===== src/rtl/pacman_pkg.sv =====
// Shared Pac-Man constants: game state and item codes, score values,
// the eat scheduler state enum and two small helpers.
package pacman_pkg;

    localparam logic [3:0]  GS_PLAY      = 4'd2;

    localparam logic [1:0]  I_NONE       = 2'd0;
    localparam logic [1:0]  I_DOT        = 2'd1;
    localparam logic [1:0]  I_ENERGIZER  = 2'd2;

    localparam logic [11:0] SC_DOT       = 12'd10;
    localparam logic [11:0] SC_ENERGIZER = 12'd50;
    localparam logic [11:0] SC_GHOST     = 12'd200;

    // Ghost combo index saturates here: 200 << 3 = 1600 points.
    localparam logic [1:0]  COMBO_MAX    = 2'd3;

    typedef enum logic [2:0] {
        ST_IDLE   = 3'd0,
        ST_ITEM   = 3'd1,
        ST_GHOST  = 3'd2,
        ST_FREEZE = 3'd3,
        ST_DEATH  = 3'd4
    } eat_state_e;

    // Points awarded for an eaten map item; unknown codes score nothing.
    function automatic logic [11:0] item_score(input logic [1:0] t);
        case (t)
            I_DOT:       return SC_DOT;
            I_ENERGIZER: return SC_ENERGIZER;
            default:     return 12'd0;
        endcase
    endfunction

    // Isolates the lowest set bit of a ghost mask (blinky has priority).
    function automatic logic [3:0] lowest_bit(input logic [3:0] m);
        return m & (~m + 4'd1);
    endfunction

endpackage


===== src/rtl/fright_timer.sv =====
// Loadable down-counter: clear beats load, load beats counting, and the
// count holds while paused. o_expire flags the cycle in which the count
// steps from 1 to 0.
module fright_timer #(
    parameter int W = 24
) (
    input  logic         i_clk,
    input  logic         i_rst,
    input  logic         i_clear,
    input  logic         i_load,
    input  logic [W-1:0] i_load_val,
    input  logic         i_pause,
    output logic [W-1:0] o_count,
    output logic         o_expire
);

    logic [W-1:0] cnt_q;
    logic [W-1:0] cnt_d;

    // Next count: clear, reload, or one step down unless paused or empty.
    always_comb begin
        cnt_d = cnt_q;
        if (i_clear) begin
            cnt_d = '0;
        end else if (i_load) begin
            cnt_d = i_load_val;
        end else if (!i_pause && cnt_q != '0) begin
            cnt_d = cnt_q - W'(1);
        end
    end

    // Count register.
    always_ff @(posedge i_clk) begin
        if (i_rst) begin
            cnt_q <= '0;
        end else begin
            cnt_q <= cnt_d;
        end
    end

    assign o_count  = cnt_q;
    assign o_expire = (cnt_q == W'(1)) && !i_pause;

endmodule


===== src/rtl/eat_event_sched.sv =====
// Eat event scheduler: turns item hits, ghost bites and pacman deaths into
// map-clear requests, score increments, fright/freeze modes and level-clear.
// Build option: define EAT_FREEZE_EN to pause the game for FREEZE_CYCLES
// after each ghost is eaten; without it ghosts are serviced one per cycle.
// All outputs are decoded from registers only.
// Handshake: every *_valid / pulse output is a one-cycle strobe with no
// ready; the consumer must take it in the cycle it is high.
module eat_event_sched
    import pacman_pkg::*;
#(
    parameter logic [23:0] FRIGHT_CYCLES = 24'd6000000,
    parameter logic [23:0] FREEZE_CYCLES = 24'd600000,
    parameter logic [7:0]  DOT_TOTAL     = 8'd244
) (
    input  logic        i_clk,
    input  logic        i_rst,
    input  logic [3:0]  i_game_state,
    input  logic        i_item_eaten,
    input  logic [1:0]  i_item_type,
    input  logic [5:0]  i_item_x,
    input  logic [5:0]  i_item_y,
    input  logic [3:0]  i_ghost_eaten,
    input  logic        i_pacman_eaten,
    output logic        o_clr_valid,
    output logic [5:0]  o_clr_x,
    output logic [5:0]  o_clr_y,
    output logic        o_score_valid,
    output logic [11:0] o_score_add,
    output logic        o_fright,
    output logic        o_freeze,
    output logic [3:0]  o_ghost_ret,
    output logic        o_death,
    output logic        o_level_clear,
    output logic [7:0]  o_dots_left,
    output logic [2:0]  o_dbg_state
);

    eat_state_e  state_q, state_d;
    logic [3:0]  pending_q, pending_d;
    logic [1:0]  combo_q, combo_d;
    logic [5:0]  item_x_q, item_x_d;
    logic [5:0]  item_y_q, item_y_d;
    logic [1:0]  item_type_q, item_type_d;
    logic [5:0]  last_x_q, last_x_d;
    logic [5:0]  last_y_q, last_y_d;
    logic        released_q, released_d;
    logic [7:0]  dots_q, dots_d;
    logic        lc_arm_q, lc_arm_d;
    logic        level_clear_q, level_clear_d;

    logic        play;
    logic        item_ok;
    logic [3:0]  ghost_sel;
    logic        fright_load;
    logic        fright_clear;
    logic [23:0] fright_count;
    logic        fright_expire;

    assign play      = (i_game_state == GS_PLAY);
    assign ghost_sel = lowest_bit(pending_q);

    // A held hit on the tile just cleared is a stale map read, unless the
    // eaten flag dropped in between.
    assign item_ok = i_item_eaten && (i_item_type != I_NONE) &&
                     (({i_item_x, i_item_y} != {last_x_q, last_y_q}) || released_q);

`ifdef EAT_FREEZE_EN
    logic        freeze_load;
    logic [23:0] freeze_count;
    logic        freeze_expire;

    assign o_freeze = (state_q == ST_FREEZE);

    fright_timer #(.W(24)) u_freeze_timer (
        .i_clk      (i_clk),
        .i_rst      (i_rst),
        .i_clear    (~play),
        .i_load     (freeze_load),
        .i_load_val (FREEZE_CYCLES),
        .i_pause    (1'b0),
        .o_count    (freeze_count),
        .o_expire   (freeze_expire)
    );
`else
    logic unused_freeze_cycles;
    assign unused_freeze_cycles = ^FREEZE_CYCLES;
    assign o_freeze = 1'b0;
`endif

    fright_timer #(.W(24)) u_fright_timer (
        .i_clk      (i_clk),
        .i_rst      (i_rst),
        .i_clear    (fright_clear),
        .i_load     (fright_load),
        .i_load_val (FRIGHT_CYCLES),
        .i_pause    (o_freeze),
        .o_count    (fright_count),
        .o_expire   (fright_expire)
    );

    // Next-state and bookkeeping for the scheduler FSM.
    always_comb begin
        state_d       = state_q;
        pending_d     = pending_q;
        combo_d       = combo_q;
        item_x_d      = item_x_q;
        item_y_d      = item_y_q;
        item_type_d   = item_type_q;
        last_x_d      = last_x_q;
        last_y_d      = last_y_q;
        released_d    = released_q | ~i_item_eaten;
        dots_d        = dots_q;
        lc_arm_d      = 1'b0;
        level_clear_d = lc_arm_q;
        fright_load   = 1'b0;
        fright_clear  = 1'b0;
`ifdef EAT_FREEZE_EN
        freeze_load   = 1'b0;
`endif

        case (state_q)
            ST_IDLE: begin
                if (play) begin
                    if (i_pacman_eaten) begin
                        // Fright ends as the death starts, not a cycle later.
                        state_d      = ST_DEATH;
                        fright_clear = 1'b1;
                        combo_d      = 2'd0;
                        pending_d    = 4'd0;
                    end else if (i_ghost_eaten != 4'd0) begin
                        state_d   = ST_GHOST;
                        pending_d = pending_q | i_ghost_eaten;
                    end else if (item_ok) begin
                        state_d     = ST_ITEM;
                        item_x_d    = i_item_x;
                        item_y_d    = i_item_y;
                        item_type_d = i_item_type;
                    end
                end
            end
            ST_ITEM: begin
                last_x_d   = item_x_q;
                last_y_d   = item_y_q;
                released_d = 1'b0;
                if (dots_q != 8'd0) begin
                    dots_d = dots_q - 8'd1;
                end
                lc_arm_d = (dots_q == 8'd1);
                if (item_type_q == I_ENERGIZER) begin
                    fright_load = 1'b1;
                    combo_d     = 2'd0;
                end
                state_d = ST_IDLE;
            end
            ST_GHOST: begin
                pending_d = (pending_q & ~ghost_sel) | i_ghost_eaten;
                if (ghost_sel != 4'd0 && combo_q != COMBO_MAX) begin
                    combo_d = combo_q + 2'd1;
                end
`ifdef EAT_FREEZE_EN
                if (ghost_sel != 4'd0) begin
                    state_d     = ST_FREEZE;
                    freeze_load = 1'b1;
                end else begin
                    state_d = ST_IDLE;
                end
`else
                state_d = (pending_d != 4'd0) ? ST_GHOST : ST_IDLE;
`endif
            end
`ifdef EAT_FREEZE_EN
            ST_FREEZE: begin
                pending_d = pending_q | i_ghost_eaten;
                if (freeze_expire || freeze_count == 24'd0) begin
                    state_d = (pending_d != 4'd0) ? ST_GHOST : ST_IDLE;
                end
            end
`endif
            ST_DEATH: begin
                fright_clear = 1'b1;
                combo_d      = 2'd0;
                pending_d    = 4'd0;
                state_d      = ST_IDLE;
            end
            default: begin
                state_d = ST_IDLE;
            end
        endcase

        // Fright running out ends the ghost combo.
        if (fright_expire) begin
            combo_d = 2'd0;
        end

        // Outside play everything transient is dropped; the dot count holds.
        if (!play) begin
            state_d      = ST_IDLE;
            pending_d    = 4'd0;
            combo_d      = 2'd0;
            fright_clear = 1'b1;
            fright_load  = 1'b0;
            dots_d       = dots_q;
            lc_arm_d     = 1'b0;
        end
    end

    // State and datapath registers.
    always_ff @(posedge i_clk) begin
        if (i_rst) begin
            state_q       <= ST_IDLE;
            pending_q     <= 4'd0;
            combo_q       <= 2'd0;
            item_x_q      <= 6'd0;
            item_y_q      <= 6'd0;
            item_type_q   <= I_NONE;
            last_x_q      <= 6'd0;
            last_y_q      <= 6'd0;
            released_q    <= 1'b1;
            dots_q        <= DOT_TOTAL;
            lc_arm_q      <= 1'b0;
            level_clear_q <= 1'b0;
        end else begin
            state_q       <= state_d;
            pending_q     <= pending_d;
            combo_q       <= combo_d;
            item_x_q      <= item_x_d;
            item_y_q      <= item_y_d;
            item_type_q   <= item_type_d;
            last_x_q      <= last_x_d;
            last_y_q      <= last_y_d;
            released_q    <= released_d;
            dots_q        <= dots_d;
            lc_arm_q      <= lc_arm_d;
            level_clear_q <= level_clear_d;
        end
    end

    // Output decode from registered state only.
    always_comb begin
        o_clr_valid   = (state_q == ST_ITEM);
        o_score_valid = 1'b0;
        o_score_add   = 12'd0;
        o_ghost_ret   = 4'd0;
        if (state_q == ST_ITEM) begin
            o_score_valid = 1'b1;
            o_score_add   = item_score(item_type_q);
        end else if (state_q == ST_GHOST && ghost_sel != 4'd0) begin
            o_score_valid = 1'b1;
            o_score_add   = SC_GHOST << combo_q;
            o_ghost_ret   = ghost_sel;
        end
    end

    assign o_clr_x       = item_x_q;
    assign o_clr_y       = item_y_q;
    assign o_fright      = (fright_count != 24'd0);
    assign o_death       = (state_q == ST_DEATH);
    assign o_level_clear = level_clear_q;
    assign o_dots_left   = dots_q;
    assign o_dbg_state   = state_q;

endmodule


===== config.mk =====
export PLATFORM = sky130hd
export DESIGN_NAME = eat_event_sched
export DESIGN_NICKNAME = d
export VERILOG_FILES = /design/src/rtl/pacman_pkg.sv /design/src/rtl/fright_timer.sv /design/src/rtl/eat_event_sched.sv
export SDC_FILE = /design/constraint.sdc
export NUM_CORES = 1
export LEC_CHECK = 0
export CORE_MARGIN = 4
export CORE_UTILIZATION = 52
export DETAILED_ROUTE_END_ITERATION = 8
export HOLD_SLACK_MARGIN = 0.1
export PLACE_DENSITY = 0.81
export SLEW_MARGIN = 20
export SYNTH_ARGS = -nofsm -noshare
export SYNTH_HDL_FRONTEND = slang
export SYNTH_SLANG_ARGS = --single-unit

===== constraint.sdc =====
create_clock -name i_clk -period 2.6 [get_ports i_clk]
set_clock_uncertainty 0.05 [all_clocks]
set_input_delay 0.52 -clock i_clk [delete_from_list [all_inputs] [get_ports i_clk]]
set_output_delay 0.52 -clock i_clk [all_outputs]
set_load 0.01 [all_outputs]

==> results of run 1 <==
==> worst reg2reg max path: cells and delay by family (launching register included) <==
kind            cells  cell delay [ns]
flops               1             0.31
simple gates        2             0.90
buf+inv             1             0.18
compound gates      3             0.78
==> cell type report <==
class	instances	share of cell area, %
Clock buffer	13	3.41
Clock inverter	3	1.31
Inverter	13	0.986
Multi-Input combinational cell	334	43.3
Sequential cell	70	28.4
Tap cell	96	2.43
Timing Repair Buffer	109	20.1
==> registers in the layout (all words and copies together) (netlist names) <==
| signal | cells |
|---|---|
| combo_q | 2 |
| item_type_q | 2 |
| last_x_q | 6 |
| last_y_q | 6 |
| lc_arm_q | 1 |
| o_clr_x | 6 |
| o_clr_y | 6 |
| o_dbg_state | 3 |
| o_dots_left | 8 |
| o_level_clear | 1 |
| pending_q | 4 |
| released_q | 1 |
| u_fright_timer.o_count | 24 |
==> routing by layer <==
metal / up-vias / wire length, um
met4: 0 / 259
met2: 133 / 5440
met5: - / 0
li1: 1789 / -
met1: 1766 / 4240
met3: 28 / 684
==> stage by stage <==
step	cells	hold WS, ns	power (uW)	cell area, um^2	utilization (%)
floorplan	444	0.364	1140	3670	-
global placement	616	0.382	1200	4590	67.6
detailed placement	616	0.401	1200	4590	67.6
CTS	635	0.417	2220	4890	72.0
global route	638	0.422	2270	4950	72.9
finish	638	0.408	2210	4950	72.9
==> worst max-delay path by stage <==
stage / from / to / slack [ns] / depth (start not counted)
finish: o_dbg_state[0]$_SDFFE_PP0P_ / o_score_add[6] / 0.02 / 6
global route: o_dbg_state[0]$_SDFFE_PP0P_ / o_score_add[6] / -0.03 / 6
CTS: o_dbg_state[0]$_SDFFE_PP0P_ / o_score_add[1] / 0.008 / 4
detailed placement: i_game_state[0] / o_clr_y[1]$_SDFFE_PP0P_ / -0.15 / 5
global placement: i_game_state[0] / o_clr_x[3]$_SDFFE_PP0P_ / -0.08 / 5
floorplan: i_game_state[0] / o_clr_x[1]$_SDFFE_PP0P_ / 0.21 / 6
==> where the power goes <==
group / internal [uW] / switching [uW]
Combinational: 56.5 / 52.2
Sequential: 1070 / 1.70
Clock: 618 / 413
Total: 1750 / 467
==> repair_timing <==
item / 4_1_cts / 5_1_grt
endpoints found under the setup margin: 15 / 14
setup buffers: 3 / 3
gates resized for setup: 16 / 14
pin swaps: 2 / 2
==> synth_stat cells, types with 2 or more instances <==
| library cell | instances |
|---|---|
| dfxtp_1 | 70 |
| a21oi_1 | 53 |
| nand2_1 | 35 |
| nor2_1 | 35 |
| o21ai_0 | 25 |
| xor2_1 | 22 |
| clkbuf_1 | 21 |
| nand4_1 | 16 |
| nor3_1 | 14 |
| or3_1 | 14 |
| inv_1 | 11 |
| ha_1 | 10 |
| or4_1 | 10 |
| nand3_1 | 9 |
| nor4_1 | 8 |
| nand2b_1 | 7 |
| a31oi_1 | 5 |
| o31ai_1 | 5 |
| a211oi_1 | 4 |
| and2_1 | 4 |
| buf_4 | 4 |
| nand4b_1 | 4 |
| or2_2 | 4 |
| and3_1 | 3 |
| xnor2_1 | 3 |
| and4_1 | 2 |
| buf_6 | 2 |
| inv_2 | 2 |
| mux2i_1 | 2 |
| nand3b_1 | 2 |
| nor3b_1 | 2 |
| nor4_2 | 2 |
| o21bai_1 | 2 |
| o311ai_0 | 2 |
| o41ai_1 | 2 |
==> logic make-up (layout without fill, tap and decap cells) <==
family,count (synthesis),in the layout,synth area share [%]
xor+xnor,25,25,5.99
fa+ha+maj,11,11,3.70
mux,3,3,0.856
simple gates,181,181,27.7
compound gates,110,110,18.4
buf+inv,40,138,4.93
other cells,1,4,0.103
flops,70,70,38.3
==> flow_summary.json, run 1 <==
{
  "fmax_mhz": 388,
  "cpPeakStageDelay_ns": 0.54,
  "grt_use_total_pct": 24.4,
  "antenna_found_initial": 0,
  "worstHoldPathCells": 1,
  "start_util_pct": 53.8,
  "critPathMaxFanout": 6,
  "final_cell_mix": "dfxtp_1, clkdlybuf4s50_1, a21oi_1, buf_4, nor2_1",
  "hold_buffers": 0,
  "clk_pin_slew_worst_paths_ns": 0.07,
  "cts_sinks": 70,
  "gp_congestion": 0.849,
  "wire_per_inst_um": 16.6,
  "p_leak_uw": 0.00191,
  "ir_worst_vdd_uv": 461,
  "ys_seq_area_share_pct": 38.3,
  "dr.pass1.iters": 4,
  "tritoncts": "yes",
  "ant_nets": 0,
  "ys_types": 60,
  "worst_setup_path_end_kind": "primary output",
  "ff_latch_area_mm2": 0.00141,
  "path_buf_inv": 3,
  "rr_endpoint": "u_fright_timer.o_count[7]$_SDFFE_PP0P_",
  "setup_slack_ns": 0.0226,
  "layout_min_cycle_time_ns": 2.58,
  "totalWireLength_mm": 10.6,
  "clockBufferDepth": 2,
  "yosysTopAreaCellShare_pct": 38.3,
  "pin_count": 71,
  "hold_class": "flop to flop",
  "hold_end": "o_level_clear$_SDFF_PP0_",
  "multi_input_area_mm2": 0.00215,
  "vias": 3716,
  "synth_ff_type": "dfxtp_1",
  "antennaDiodeCount": 0,
  "overflow": 0,
  "period_share_pct": 99.1,
  "path_delay_family": "buffers and inverters",
  "grt_pass1_vias": 3603,
  "drc_errors": 0,
  "nFillCells": 511,
  "drt_iter0_drc": 173,
  "grt_start_max_net_pins": 37,
  "synth-edff-count": 0,
  "timing.max_cap.violations": 0,
  "ys_ff_latch": 70,
  "cts_buffers": 9,
  "top_usage_layer": "met2",
  "hpwl_mm": 7.31,
  "cp_cell_sequence": "buf_4 -> nor3b_4 -> o21ai_2 -> buf_4 -> nor2_1 -> clkdlybuf4s50_1",
  "yosys_warnings": 0,
  "cp.arrival_ns": 2.01,
  "fp-row-count": 30,
  "cp_slowest_cell": "clkdlybuf4s50_1",
  "r2r_start": "u_fright_timer.o_count[21]$_SDFFE_PP0P_",
  "coreArea_mm2": 0.00679,
  "cpMostUsedCell": "buf_4",
  "finalNetCount": 573,
  "synth_area_mm2": 0.00366,
  "synth_area_leaders": "dfxtp_1, a21oi_1, xor2_1",
  "cts-htree-levels": 3,
  "die_h_um": 91.9,
  "die-area_mm2": 0.00844,
  "cp.required_ns": 2.03,
  "hold_viol_final": 0,
  "pre_cts_slack_ns": -0.154,
  "met3_usage_pct": 7.30,
  "synth.avg_cell_area_um2": 8.29,
  "portBuffers": 66,
  "outcome": "finished clean",
  "startpoint_type": "flop",
  "synthCells": 441,
  "ff2ff_setup_slack_ns": 0.26,
  "met1_usage_pct": 27.6,
  "hold_path_startpoint": "lc_arm_q$_SDFF_PP0_",
  "finalSetupViolations": 0,
  "tns_ns": 0,
  "grt_use_met2_pct": 42.6,
  "slew_violations": 0,
  "clkLatencyLatePin_ns": 0.34,
  "die_w_um": 91.9,
  "powerDensity_mw_per_mm2": 447,
  "async_reset_ff_share_pct": 0,
  "relSlewSlack_pct": 55.9,
  "via_per_inst": 5.82,
  "crit_type": "flop to primary output",
  "worst_pin_slew_ns": 0.656,
  "reg2reg_depth": 6,
  "clock_tree.root_cell": "clkbuf_8",
  "drive_gt1_share_pct": 17.5,
  "grt_pass1_wl_mm": 16.7,
  "final_common_cell": "dfxtp_1",
  "rsz0062_at_grt": "true",
  "syn_to_final_growth_pct": 35.4,
  "yosysTopAreaCell": "dfxtp_1"
}
Note: power is estimated with default switching activity, not from simulation.
==> inputs of run 2 (changes only) <==
Settings changed: CORE_MARGIN 4 to 2, SLEW_MARGIN 20 to 30.
==> run 2 against run 1 <==
Count of clock-buffer cells in the layout decreased by 4. Clock power shrank 10%. Core utilization decreased by 0.68 points. Setup slack better by 0.026 ns. Non-clock buffer count shrank 2. Wire length down 6.0%. Sequential share of layout area is 0.37 points higher. First-iteration DRC count is 8.1% higher. Largest power group unchanged.
==> flow_summary.json, run 2 (synthesis gave the netlist of run 1 again) <==
{
  "worstSetupEndpoint": "o_score_add[3]",
  "reg2reg_depth": 6,
  "totalWireLength_mm": 9.99,
  "antenna_found_initial": 0,
  "period_share_pct": 98.1,
  "grt_pass1_vias": 3537,
  "cts_sinks": 70,
  "p_total_uw": 2100,
  "ir_worst_vdd_uv": 343,
  "critPathMaxFanout": 9,
  "hpwl_mm": 7.00,
  "fp-row-count": 30,
  "cts-htree-levels": 3,
  "grt_start_max_net_pins": 37,
  "pin_count": 71,
  "dpl_cell_area_mm2": 0.00460,
  "coreArea_mm2": 0.00679,
  "clk_pin_slew_worst_paths_ns": 0.09,
  "startpoint_type": "flop",
  "cts_buffers": 9,
  "gp_congestion": 0.883,
  "worst_pin_slew_ns": 0.638,
  "wire_per_inst_um": 15.7,
  "cp.required_ns": 2.03,
  "antennaDiodeCount": 0,
  "timing.max_cap.violations": 0,
  "via_per_inst": 5.79,
  "p_leak_uw": 0.00189,
  "fin_area_mm2": 0.00490,
  "r2r_start": "u_fright_timer.o_count[9]$_SDFFE_PP0P_",
  "worst_setup_path_end_kind": "primary output",
  "largest_reg_flops": 24,
  "clockBufferDepth": 2,
  "final_cell_mix": "dfxtp_1, clkdlybuf4s50_1, a21oi_1, buf_4, nor2_1",
  "overflow": 0,
  "outcome": "finished clean",
  "fmax_mhz": 392,
  "multi_input_area_mm2": 0.00214,
  "portBuffers": 66,
  "drc_errors": 0,
  "clkLatencyLatePin_ns": 0.36,
  "ff2ff_setup_slack_ns": 0.26,
  "vias": 3680,
  "drive_gt1_share_pct": 17.6,
  "grt_pass1_wl_mm": 16.3,
  "nFillCells": 526,
  "finish.utilization_pct": 72.2,
  "grt_use_total_pct": 26.8,
  "tritoncts": "yes",
  "finalSetupViolations": 0,
  "syn_to_final_growth_pct": 34.2,
  "hold_viol_final": 0,
  "drt_iter0_drc": 187,
  "dr.pass1.iters": 5,
  "die_h_um": 87.9,
  "layout_min_cycle_time_ns": 2.55,
  "die-area_mm2": 0.00772,
  "relSlewSlack_pct": 57.1,
  "rr_endpoint": "u_fright_timer.o_count[17]$_SDFFE_PP0P_",
  "rsz0062_at_grt": "false",
  "hold_class": "flop to flop",
  "crit_path_start": "pending_q[0]$_SDFFE_PP0P_",
  "powerDensity_mw_per_mm2": 429,
  "slew_violations": 0,
  "crit_type": "flop to primary output",
  "hold_buffers": 0,
  "ff_latch_area_mm2": 0.00141,
  "finalNetCount": 571,
  "start_util_pct": 53.8,
  "die_w_um": 87.9,
  "cp.arrival_ns": 1.98,
  "clock_tree.root_cell": "clkbuf_8",
  "final_common_cell": "dfxtp_1",
  "ant_nets": 0
}
## run 2: report_power, final
part | switching [uW] | total, uW | internal [uW]
combinational | 51.5 | 108 | 56.9
clock | 467 | 924 | 456
sequential | 1.66 | 1070 | 1070
## run 2: how the worst min path moves through the flow
stage	cells after the start	slack, ns	startpoint	to
2_1_floorplan	1	0.36	lc_arm_q$_SDFF_PP0_	o_level_clear$_SDFF_PP0_
3_3_place_gp	1	0.38	lc_arm_q$_SDFF_PP0_	o_level_clear$_SDFF_PP0_
3_5_place_dp	1	0.38	lc_arm_q$_SDFF_PP0_	o_level_clear$_SDFF_PP0_
4_1_cts	1	0.41	lc_arm_q$_SDFF_PP0_	o_level_clear$_SDFF_PP0_
5_1_grt	1	0.43	lc_arm_q$_SDFF_PP0_	o_level_clear$_SDFF_PP0_
6_report	1	0.41	lc_arm_q$_SDFF_PP0_	o_level_clear$_SDFF_PP0_
## run 2: metal layers
| layer | routed length, um | GRT usage (%) |
|---|---|---|
| met1 | 4230 | 31.4 |
| met2 | 4980 | 46.7 |
| met3 | 567 | 7.16 |
| met4 | 213 | 9.93 |
| met5 | 0 | 0 |
## run 2: through the flow
stage | worst slack (ns) | instances | TNS [ns] | hold slack [ns]
5_1_grt | 0.00378 | 636 | 0 | 0.433
6_report | 0.0484 | 636 | 0 | 0.407
3_5_place_dp | -0.105 | 617 | -2.31 | 0.383
4_1_cts | 0.00265 | 635 | 0 | 0.410
3_3_place_gp | -0.0698 | 617 | -1.19 | 0.383
2_1_floorplan | 0.211 | 444 | 0 | 0.364
## run 2: area by class of cell
type,count,share of cell area [%]
clock buffer,9,2.53
clock inverter,7,1.66
inverter,13,1.05
multi-input combinational,334,43.6
sequential,70,28.8
tap,96,2.45
timing repair buffer,107,19.9
## run 2: repair_timing
item                                    CTS  global route
resized for setup                        18            15
pin swaps                                 2             1
buffers inserted                          2             1
gates cloned                              0             0
endpoints found under the setup margin   14            13
hold endpoints to repair                  0             0
## run 2: critical path, stage by stage (launching register included)
cell	delay (ns)
dfxtp_2	0.37
nor4_2	0.48
nor3_4	0.09
a22o_1	0.20
clkdlybuf4s50_1	0.49
==> inputs of run 3 (changes only) <==
--- a/config.mk
+++ b/config.mk
@@ -9,2 +9,3 @@
 export CORE_UTILIZATION = 52
+export CTS_BUF_LIST = sky130_fd_sc_hd__clkbuf_4 sky130_fd_sc_hd__clkbuf_8 sky130_fd_sc_hd__clkbuf_16
 export DETAILED_ROUTE_END_ITERATION = 8
==> constraint.sdc (replaced) <==
create_clock -name i_clk -period 2.6 [get_ports i_clk]
set_clock_uncertainty 0.05 [all_clocks]
set_input_delay 0.26 -clock i_clk [delete_from_list [all_inputs] [get_ports i_clk]]
set_output_delay 0.26 -clock i_clk [all_outputs]
set_load 0.01 [all_outputs]
==> run 3 against run 2 <==
Sequential cell count stayed put. Critical path type unchanged. Clock power is 6.5% higher. Setup slack better by 0.038 ns. Wire length is 6.2% lower.
==> flow_summary.json, run 3 (synthesis gave the netlist of run 1 again) <==
{
  "worst_setup_path_end_kind": "primary output",
  "rsz0062_at_grt": "false",
  "drive_gt1_share_pct": 11.2,
  "ff_latch_area_mm2": 0.00140,
  "timing.max_cap.violations": 0,
  "grt_pass1_vias": 3256,
  "startpoint_type": "flop",
  "drt_iter0_drc": 162,
  "die_h_um": 87.9,
  "cts_sinks": 70,
  "period_share_pct": 96.7,
  "nFillCells": 527,
  "top_layer_used": "met4",
  "whs_ns": 0.407,
  "critPathMaxFanout": 7,
  "die_w_um": 87.9,
  "dr.pass1.iters": 5,
  "grt_pass1_wl_mm": 15.0,
  "layout_min_cycle_time_ns": 2.51,
  "cp.required_ns": 2.29,
  "hold_viol_final": 0,
  "slew_violations": 0,
  "largest_reg_flops": 24,
  "relSlewSlack_pct": 55.9,
  "ant_nets": 0,
  "cp_cell_sequence": "or4_4 -> or2_2 -> nor3_4 -> inv_2 -> dlygate4sd2_1",
  "tritoncts": "yes",
  "outcome": "finished clean",
  "overflow": 0,
  "wire_per_inst_um": 15.2,
  "ctsResizeCount": 3,
  "wl_met2_mm": 4.61,
  "hold_buffers": 0,
  "cts_buffers": 9,
  "wl_met3_um": 475,
  "antennaDiodeCount": 0,
  "finalSetupViolations": 0,
  "finalNetCount": 550,
  "p_leak_uw": 0.00169,
  "powerDensity_mw_per_mm2": 459,
  "wl_met1_mm": 4.10,
  "cts_setup_buffers": 0,
  "multi_input_area_mm2": 0.00210,
  "dpl_cell_area_mm2": 0.00447,
  "tns_ns": 0,
  "start_util_pct": 53.8,
  "cpPeakStageDelay_ns": 0.58,
  "clk_pin_slew_worst_paths_ns": 0.07,
  "hpwl_mm": 6.76,
  "final_common_cell": "dfxtp_1",
  "clkLatencyLatePin_ns": 0.35,
  "pin_count": 71,
  "clockBufferDepth": 2,
  "syn_to_final_growth_pct": 28.6,
  "worst_pin_slew_ns": 0.656,
  "antenna_found_initial": 0,
  "final_cell_mix": "dfxtp_1, clkdlybuf4s50_1, a21oi_1, nor2_1, nand2_1",
  "cp.arrival_ns": 2.20,
  "totalWireLength_mm": 9.36,
  "crit_type": "flop to primary output",
  "fp-row-count": 30,
  "fin_area_mm2": 0.00470,
  "hold_class": "flop to flop",
  "portBuffers": 66,
  "coreArea_mm2": 0.00679,
  "clock_tree.root_cell": "clkbuf_8",
  "fmax_mhz": 398,
  "cts-htree-levels": 3,
  "via_per_inst": 5.77,
  "grt_start_max_net_pins": 37,
  "die-area_mm2": 0.00772,
  "grt_use_total_pct": 24.3,
  "gp_congestion": 0.881,
  "cp_slowest_cell": "or4_4",
  "drc_errors": 0,
  "vias": 3550,
  "ir_worst_vdd_uv": 298
}
==> run 3: cell types whose count changed in the layout (fill, tap and decap cells not counted), moves of 2 or more <==
cell	previous run	this run
buf_4	41	20
dlymetal6s2s_1	5	0
clkinv_2	0	2
dfxtp_2	6	0
nand2_1	33	35
clkinv_4	2	0
clkdlybuf4s50_1	59	65
inv_6	3	0
dfxtp_1	63	70
nand2_2	2	0
==> run 3: final timing paths <==
check             slack, ns  cells past startpoint                                     from                                     end
hold reg to reg        0.41                      1                      lc_arm_q$_SDFF_PP0_                o_level_clear$_SDFF_PP0_
setup / recovery       0.09                      5   u_fright_timer.o_count[8]$_SDFFE_PP0P_                                o_fright
setup reg to reg       0.24                      6  u_fright_timer.o_count[21]$_SDFFE_PP0P_  u_fright_timer.o_count[7]$_SDFFE_PP0P_
hold / removal         0.41                      1                      lc_arm_q$_SDFF_PP0_                o_level_clear$_SDFF_PP0_
==> run 3: routing by layer <==
layer  up-vias  GRT usage, %
met3        18          4.34
met1      1681          30.4
li1       1740             -
met4         0          8.39
met5         -             0
met2       111          42.0
==> run 3: report_power, final <==
group          internal [uW]  total [uW]  switching, uW
Clock                    563         984            421
Combinational           53.7         102           48.8
Sequential              1070        1070           1.55
==> run 3: layout make-up <==
class | count | share of cell area (%)
clock inverter | 6 | 1.81
inverter | 13 | 1.04
timing repair buffer | 86 | 17.2
tap | 96 | 2.55
multi-input combinational | 334 | 44.7
clock buffer | 10 | 2.93
sequential | 70 | 29.8
==> run 3: stage by stage <==
step                total power (uW)  std cells  utilization, %  setup WS, ns
floorplan                       1140        444               -         0.424
global placement                1200        599            65.7         0.103
detailed placement              1200        599            65.7        0.0127
CTS                             2170        615            69.1        0.0620
global route                    2220        615            69.2       0.00330
finish                          2160        615            69.2        0.0864
==> run 3: critical path: cells and delay by family (launching register included) <==
kind	cells	cell delay, ns
buffers and inverters	2	0.36
flip-flops	1	0.37
AND/OR/NAND/NOR	3	1.13
